### src/rtl/clk_div_gen.sv
// clk_div_gen: multi-channel clock divider with runtime-programmable ratios,
// one pending configuration slot applied at period boundaries, channel
// realignment via sync_pulse, and a counted downstream reset release.
// Optional build macro CLK_DIV_GATE_EN adds per-channel gate_en inputs that
// park a channel at the end of its current period.
`timescale 1ns/1ps
module clk_div_gen #(
  parameter int NUM_CH      = 4,
  parameter int CH_W        = 2,
  parameter int CNT_W       = 16,
  parameter int DEFAULT_DIV = 4,
  parameter int RST_HOLD    = 1024
) (
  input  logic              clk_ref,
  input  logic              reset,
  input  logic              cfg_valid,
  output logic              cfg_ready,
  input  logic [CH_W-1:0]   cfg_ch,
  input  logic [CNT_W-1:0]  cfg_div,
  output logic              cfg_err,
  input  logic              sync_pulse,
`ifdef CLK_DIV_GATE_EN
  input  logic [NUM_CH-1:0] gate_en,
`endif
  output logic [NUM_CH-1:0] div_en,
  output logic [NUM_CH-1:0] div_clk,
  output logic              rst_n_out
);

  localparam int HOLD_W = (RST_HOLD > 1) ? $clog2(RST_HOLD) : 1;

  logic [CNT_W-1:0]  cnt_q [NUM_CH];
  logic [CNT_W-1:0]  cnt_d [NUM_CH];
  logic [CNT_W-1:0]  div_q [NUM_CH];
  logic [CNT_W-1:0]  div_d [NUM_CH];
  logic [NUM_CH-1:0] div_en_q, div_en_d;
  logic [NUM_CH-1:0] div_clk_q, div_clk_d;
  logic [NUM_CH-1:0] gated_q, gated_d;
  logic [NUM_CH-1:0] running, at_last, gate_on;
  logic              pend_q, pend_d;
  logic [CH_W-1:0]   pend_ch_q, pend_ch_d;
  logic [CNT_W-1:0]  pend_div_q, pend_div_d;
  logic              cfg_err_q, cfg_err_d;
  logic              accept, ch_ok;
  logic [HOLD_W-1:0] hold_q;
  logic              rst_n_q;

`ifdef CLK_DIV_GATE_EN
  assign gate_on = gate_en;
`else
  assign gate_on = '1;
`endif

  // A single pending slot: ready exactly when nothing is waiting to apply.
  assign cfg_ready = ~pend_q;
  assign cfg_err   = cfg_err_q;
  assign div_en    = div_en_q;
  assign div_clk   = div_clk_q;
  assign rst_n_out = rst_n_q;

  // Per-channel decode: is the channel dividing, and is this its last count.
  always_comb begin
    for (int i = 0; i < NUM_CH; i++) begin
      running[i] = div_q[i] >= CNT_W'(2);
      at_last[i] = running[i] && (cnt_q[i] == div_q[i] - CNT_W'(1));
    end
  end

  // Next-state for counters, registered outputs, gating and the config slot.
  always_comb begin
    // NOTE: every variable gets a default before any branch, so no path can
    // leave one unassigned and infer a latch.
    accept     = cfg_valid && cfg_ready;
    ch_ok      = int'(cfg_ch) < NUM_CH;
    pend_d     = pend_q;
    pend_ch_d  = pend_ch_q;
    pend_div_d = pend_div_q;
    cfg_err_d  = accept && !ch_ok;
    if (accept && ch_ok) begin
      pend_d     = 1'b1;
      pend_ch_d  = cfg_ch;
      pend_div_d = cfg_div;
    end
    for (int i = 0; i < NUM_CH; i++) begin
      div_d[i]     = div_q[i];
      gated_d[i]   = gated_q[i];
      div_en_d[i]  = (div_q[i] == CNT_W'(1)) || at_last[i];
      div_clk_d[i] = running[i] && (cnt_q[i] < (div_q[i] >> 1));
      cnt_d[i]     = (!running[i] || at_last[i] || sync_pulse) ? '0
                                                              : cnt_q[i] + CNT_W'(1);
      // A parked channel sits at zero with quiet outputs until re-enabled.
      if (gated_q[i]) begin
        div_en_d[i]  = 1'b0;
        div_clk_d[i] = 1'b0;
        cnt_d[i]     = '0;
        gated_d[i]   = !gate_on[i];
      end else if (!gate_on[i] && (!running[i] || at_last[i])) begin
        gated_d[i] = 1'b1;
      end
      // Swap the ratio only where the old period ends, so no runt pulse.
      if (pend_q && (pend_ch_q == CH_W'(i)) &&
          (!running[i] || at_last[i] || sync_pulse || gated_q[i])) begin
        div_d[i] = pend_div_q;
        cnt_d[i] = '0;
        pend_d   = 1'b0;
      end
    end
  end

  // Channel, output and config state; reset restores defaults and drops pending.
  always_ff @(posedge clk_ref) begin
    // NOTE: sequential state uses non-blocking assignment so every register
    // samples pre-edge values regardless of statement order.
    if (reset) begin
      // NOTE: the ratio and counter arrays are small flop banks whose reset
      // values are visible at the outputs, so they are reset explicitly.
      for (int i = 0; i < NUM_CH; i++) begin
        cnt_q[i] <= '0;
        div_q[i] <= CNT_W'(DEFAULT_DIV);
      end
      div_en_q   <= '0;
      div_clk_q  <= '0;
      gated_q    <= '0;
      pend_q     <= 1'b0;
      pend_ch_q  <= '0;
      pend_div_q <= '0;
      cfg_err_q  <= 1'b0;
    end else begin
      cnt_q      <= cnt_d;
      div_q      <= div_d;
      div_en_q   <= div_en_d;
      div_clk_q  <= div_clk_d;
      gated_q    <= gated_d;
      pend_q     <= pend_d;
      pend_ch_q  <= pend_ch_d;
      pend_div_q <= pend_div_d;
      cfg_err_q  <= cfg_err_d;
    end
  end

  // Downstream reset release: count RST_HOLD cycles, then hold rst_n_out high.
  always_ff @(posedge clk_ref) begin
    if (reset) begin
      hold_q  <= '0;
      rst_n_q <= 1'b0;
    end else if (!rst_n_q) begin
      if (hold_q == HOLD_W'(RST_HOLD - 1)) begin
        rst_n_q <= 1'b1;
      end else begin
        hold_q <= hold_q + HOLD_W'(1);
      end
    end
  end

endmodule

### config.mk
export PLATFORM = sky130hd
export DESIGN_NAME = clk_div_gen
export DESIGN_NICKNAME = d
export VERILOG_FILES = /design/src/rtl/clk_div_gen.sv
export SDC_FILE = /design/constraint.sdc
export NUM_CORES = 1
export LEC_CHECK = 0
export ABC_AREA = 1
export CAP_MARGIN = 25
export CORE_ASPECT_RATIO = 0.5
export CORE_MARGIN = 2
export CORE_UTILIZATION = 24
export CTS_CLUSTER_DIAMETER = 40
export DETAILED_ROUTE_END_ITERATION = 10
export GPL_TIMING_DRIVEN = 0
export PLACE_DENSITY_LB_ADDON = 0.08
export SYNTH_ARGS = -nofsm -noshare
export SYNTH_HDL_FRONTEND = slang
export SYNTH_SLANG_ARGS = --single-unit
### constraint.sdc
create_clock -name clk_ref -period 1.9 [get_ports clk_ref]
set_input_delay 0.475 -clock clk_ref [delete_from_list [all_inputs] [get_ports clk_ref]]
set_output_delay 0.475 -clock clk_ref [all_outputs]
set_load 0.01 [all_outputs]
==> key figures <==
Floorplan
  – CORE AREA: 43500 um2
  – Die ar.: 45800 um2
  – Top Ports: 33
  – Starting Density: 24.3%
  – Die H: 152 um
  – Die width: 301 um
  – Row count: 54

Worst hold path
  – Worst min-delay path class: flip-flop to flip-flop
  – Min-delay src: cnt_q[32]
  – WHS Endpoint: cnt_q[32]
  – Hold Path Depth: 1

Clocking
  – Clock root buffer: clkbuf_16
  – Hold Buf Count CTS: 0
  – CTS sink cnt: 166
  – Worst-path clk slew: 70 ps
  – CTS tree: yes
  – Bufs on Longest Clock Path: 2
  – CTS H-tree lvls: 4
  – Clk_lat worst skew: 460 ps
  – CTS Buf Count: 17

STA
  – Max Freq: 464 MHz
  – Unrepaired setup endpoints after global routing: yes
  – Final count of hold timing violations: 0
  – # setup viols final: 129
  – Tightest Pin Transition: 1140 ps
  – Slew Limit Fails: 0
  – PnR worst setup slack: -253 ps
  – Setup Skew: 12.5 ps
  – Period utilisation layout: 113%
  – Relative slew slack: 23.7%
  – Crit path time final: 2150 ps

GRT
  – Initial antenna violation count: 0
  – Tot GR Track Use: 15.2%
  – Largest net degree at the start of global routing: 17
  – Grt total ovfl: 0
  – Number of global-route vias before repair: 10132
  – First-pass GRT wire length: 54.6 mm

Routing
  – Routed WL: 34.3 mm
  – Vias after detailed routing: 10346
  – Initial DRC Count: 466
  – Via/cell ratio: 4.47
  – DR pass1 iterations: 5
  – Drt wl/cell: 14.8 um
  – ANT nets after route: 0
  – # DRC: 0

Setup path
  – R2r setup slk: -250 ps
  – CP max FO: 8
  – R2r startpoint: div_q[50]
  – Worst setup EP type: flip-flop
  – Reg-to-Reg End: div_q[62]
  – Critical path arrival: 2500 ps
  – Critical path startpoint category: flip-flop
  – Max stage delay on crit path: 380 ps
  – CP Cell Sequence: inv_2, nand3_4, nor2_4, nand2_1, nor2_1, nor2_1, nor3_2, nand4_1, buf_6, nand2_8, buf_6, nand3_2, nand2_2, nor2_2
  – CP max stage cell: dfxtp_2
  – WS Path Type: flip-flop to flip-flop
  – Worst reg2reg path depth: 14
  – Buf+Inv Stages, Crit Path: 3
  – CP required: 2240 ps
  – Top delay family on crit path: simple AND/OR/NAND/NOR gates

Synthesis
  – EDFF count, synth: 0
  – Area contributors post-synth: dfxtp_1 31%, nand2_1 10%, nor2_1 9.5%
  – Prevailing post-synth register cell: dfxtp_1
  – Synth Register Bits: 166
  – Mapped cell area: 10600 um2
  – Ys async rst share: 0%
  – Post-Syn Area per Cell: 6.71 um2
  – Distinct cells, synth: 45
  – Dominant cell type by area after synthesis: dfxtp_1
  – Mapped Nets: 1668
  – Mapped Cells: 1573
  – Synthesis warning total: 0
  – Seq/Total Area, Yosys: 31.5%
  – Synth top area share: 31.5%

Place
  – IO Port Bufs: 31
  – Cells after DPL: 2193
  – Place WS: -687 ps
  – DP HPWL: 25.2 mm
  – RePlAce Congestion: 0.841

Power
  – Lkg Pwr: 6.24 nW
  – Pwr dens: 581 nW/um2
  – Total power: 8.66 mW
  – VDD IR max: 630 uV

Layout
  – Fin util: 34.2%
  – Synth-to-layout area growth: 41.0%
  – Layout cells sized above 1: 32.4%
  – Diodes inserted: 0
  – Nets: 1811
  – Fill cells: 4697
  – Non-Filler Instances: 2317

Status
  – Status: finished, violations left
  – Failing checks: setup timing

Job
  – Max Cap Viol: 0
## Yosys cell counts (4+ instances only)
library cell and instances:
nand3b_1 10, ha_1 73, nand2_2 7, o21ai_0 58, buf_4 5, xnor2_1 23, dfxtp_1 166, xor2_1 52
clkbuf_1 16, a2111oi_0 4, nand3_1 119, o21ai_1 13, nand2_1 294, nor3b_1 11, nor2_4 4, or2_2 4
nand2_4 4, nor2_1 267, nand4_1 24, inv_1 208, nor3_1 40, buf_2 6, o31ai_1 4, a21oi_1 106
nand3_2 4, nor2_2 10, o211ai_1 9
## logic make-up (layout without fill, tap and decap cells)
family / after synthesis / after routing / synth area share (%)
xor gates and xnor gates: 77 / 77 / 6.65
buffers and inverters: 246 / 400 / 9.37
DFF: 166 / 166 / 31.5
other: 1 / 1 / 0.0355
and+or+nand+nor: 807 / 809 / 33.5
AOI/OAI and AO/OA: 203 / 203 / 10.3
adders and majority gates: 73 / 73 / 8.65
## layout by cell type (no fill, tap or decap), types with 6 or more instances in the layout
cell type	instances
nand2_1	240
inv_1	188
nor2_1	165
dfxtp_1	112
a21oi_1	80
nor2_2	75
nand3_1	69
ha_1	67
nand2_2	52
xor2_1	50
buf_4	49
nand3_2	46
nor2_4	41
buf_6	41
dfxtp_2	40
o21ai_0	35
clkdlybuf4s50_1	30
a21oi_2	26
nand4_1	24
o21ai_2	23
xnor2_1	22
clkbuf_16	19
nor3_1	17
nor3_2	17
dfxtp_4	14
inv_2	11
o21ai_1	10
clkbuf_1	10
nand3b_1	10
nor3b_2	10
nand2_4	9
o211ai_1	9
nand3_4	8
inv_4	7
buf_8	7
nor3_4	7
inv_6	6
nand2_8	6
clkbuf_2	6
ha_4	6
## worst reg2reg max path, delay by kind of cell, from the launching register on
family | cells | cell delay (ps)
and+or+nand+nor | 11 | 1220
buffers and inverters | 3 | 430
DFF | 1 | 380
## repair_timing
action	in CTS	in global routing
buffers inserted	57	26
gates resized for setup	311	250
cloned	12	3
pin swaps	79	82
endpoints found under the setup margin	153	151
## metrics by stage
step                      area [um2]  hold slack [ps]  TNS (ps)
after floorplan                10600              451      -113
after global routing           14900              469    -39790
after global placement         11700              475    -81220
after CTS                      13900              457    -20640
after detailed placement       11700              484    -77090
final                          14900              451    -19860
## power by group
part	internal, mW	switching, mW	leakage, nW
clock network	1.76	1.65	0.260
logic	0.627	0.848	4.60
registers	3.58	0.199	1.37
## flip-flops by register name (all words and copies together), names as in the netlist
signal / flops
cnt_q: 64
div_clk: 4
div_en: 4
div_q: 64
hold_q: 10
pend_ch_q: 2
pend_div_q: 16
pend_q: 1
rst_n_out: 1
## final cells by class
class	instances	area (um2)	share of cell area, %
plain buffers	33	265	1.78
clock buffers	20	457	3.07
clock inverters	12	93.8	0.630
inverters	212	845	5.67
multi-input cells	1163	7790	52.3
flip-flops and latches	166	3430	23.0
well taps	588	736	4.94
repair buffers	123	1270	8.56
## metal layers
metal	part of all wire, %	global-route usage [%]	vias to the layer above
met1	52	21.2	4864
li1	-	-	5385
met4	0.86	3.29	0
met5	0	0	-
met2	45	24.6	82
met3	2.1	2.18	15
## how the worst max path moves through the flow
stage          cells after the start          to      start
5_1_grt                           15    div_q[7]   div_q[5]
2_1_floorplan                     16   div_q[34]  div_q[32]
6_report                          14   div_q[62]  div_q[50]
3_3_place_gp                       4  div_clk[0]      reset
4_1_cts                           17    div_q[6]   div_q[1]
3_5_place_dp                       6   div_q[62]      reset
(Power assumes the default switching activity.)
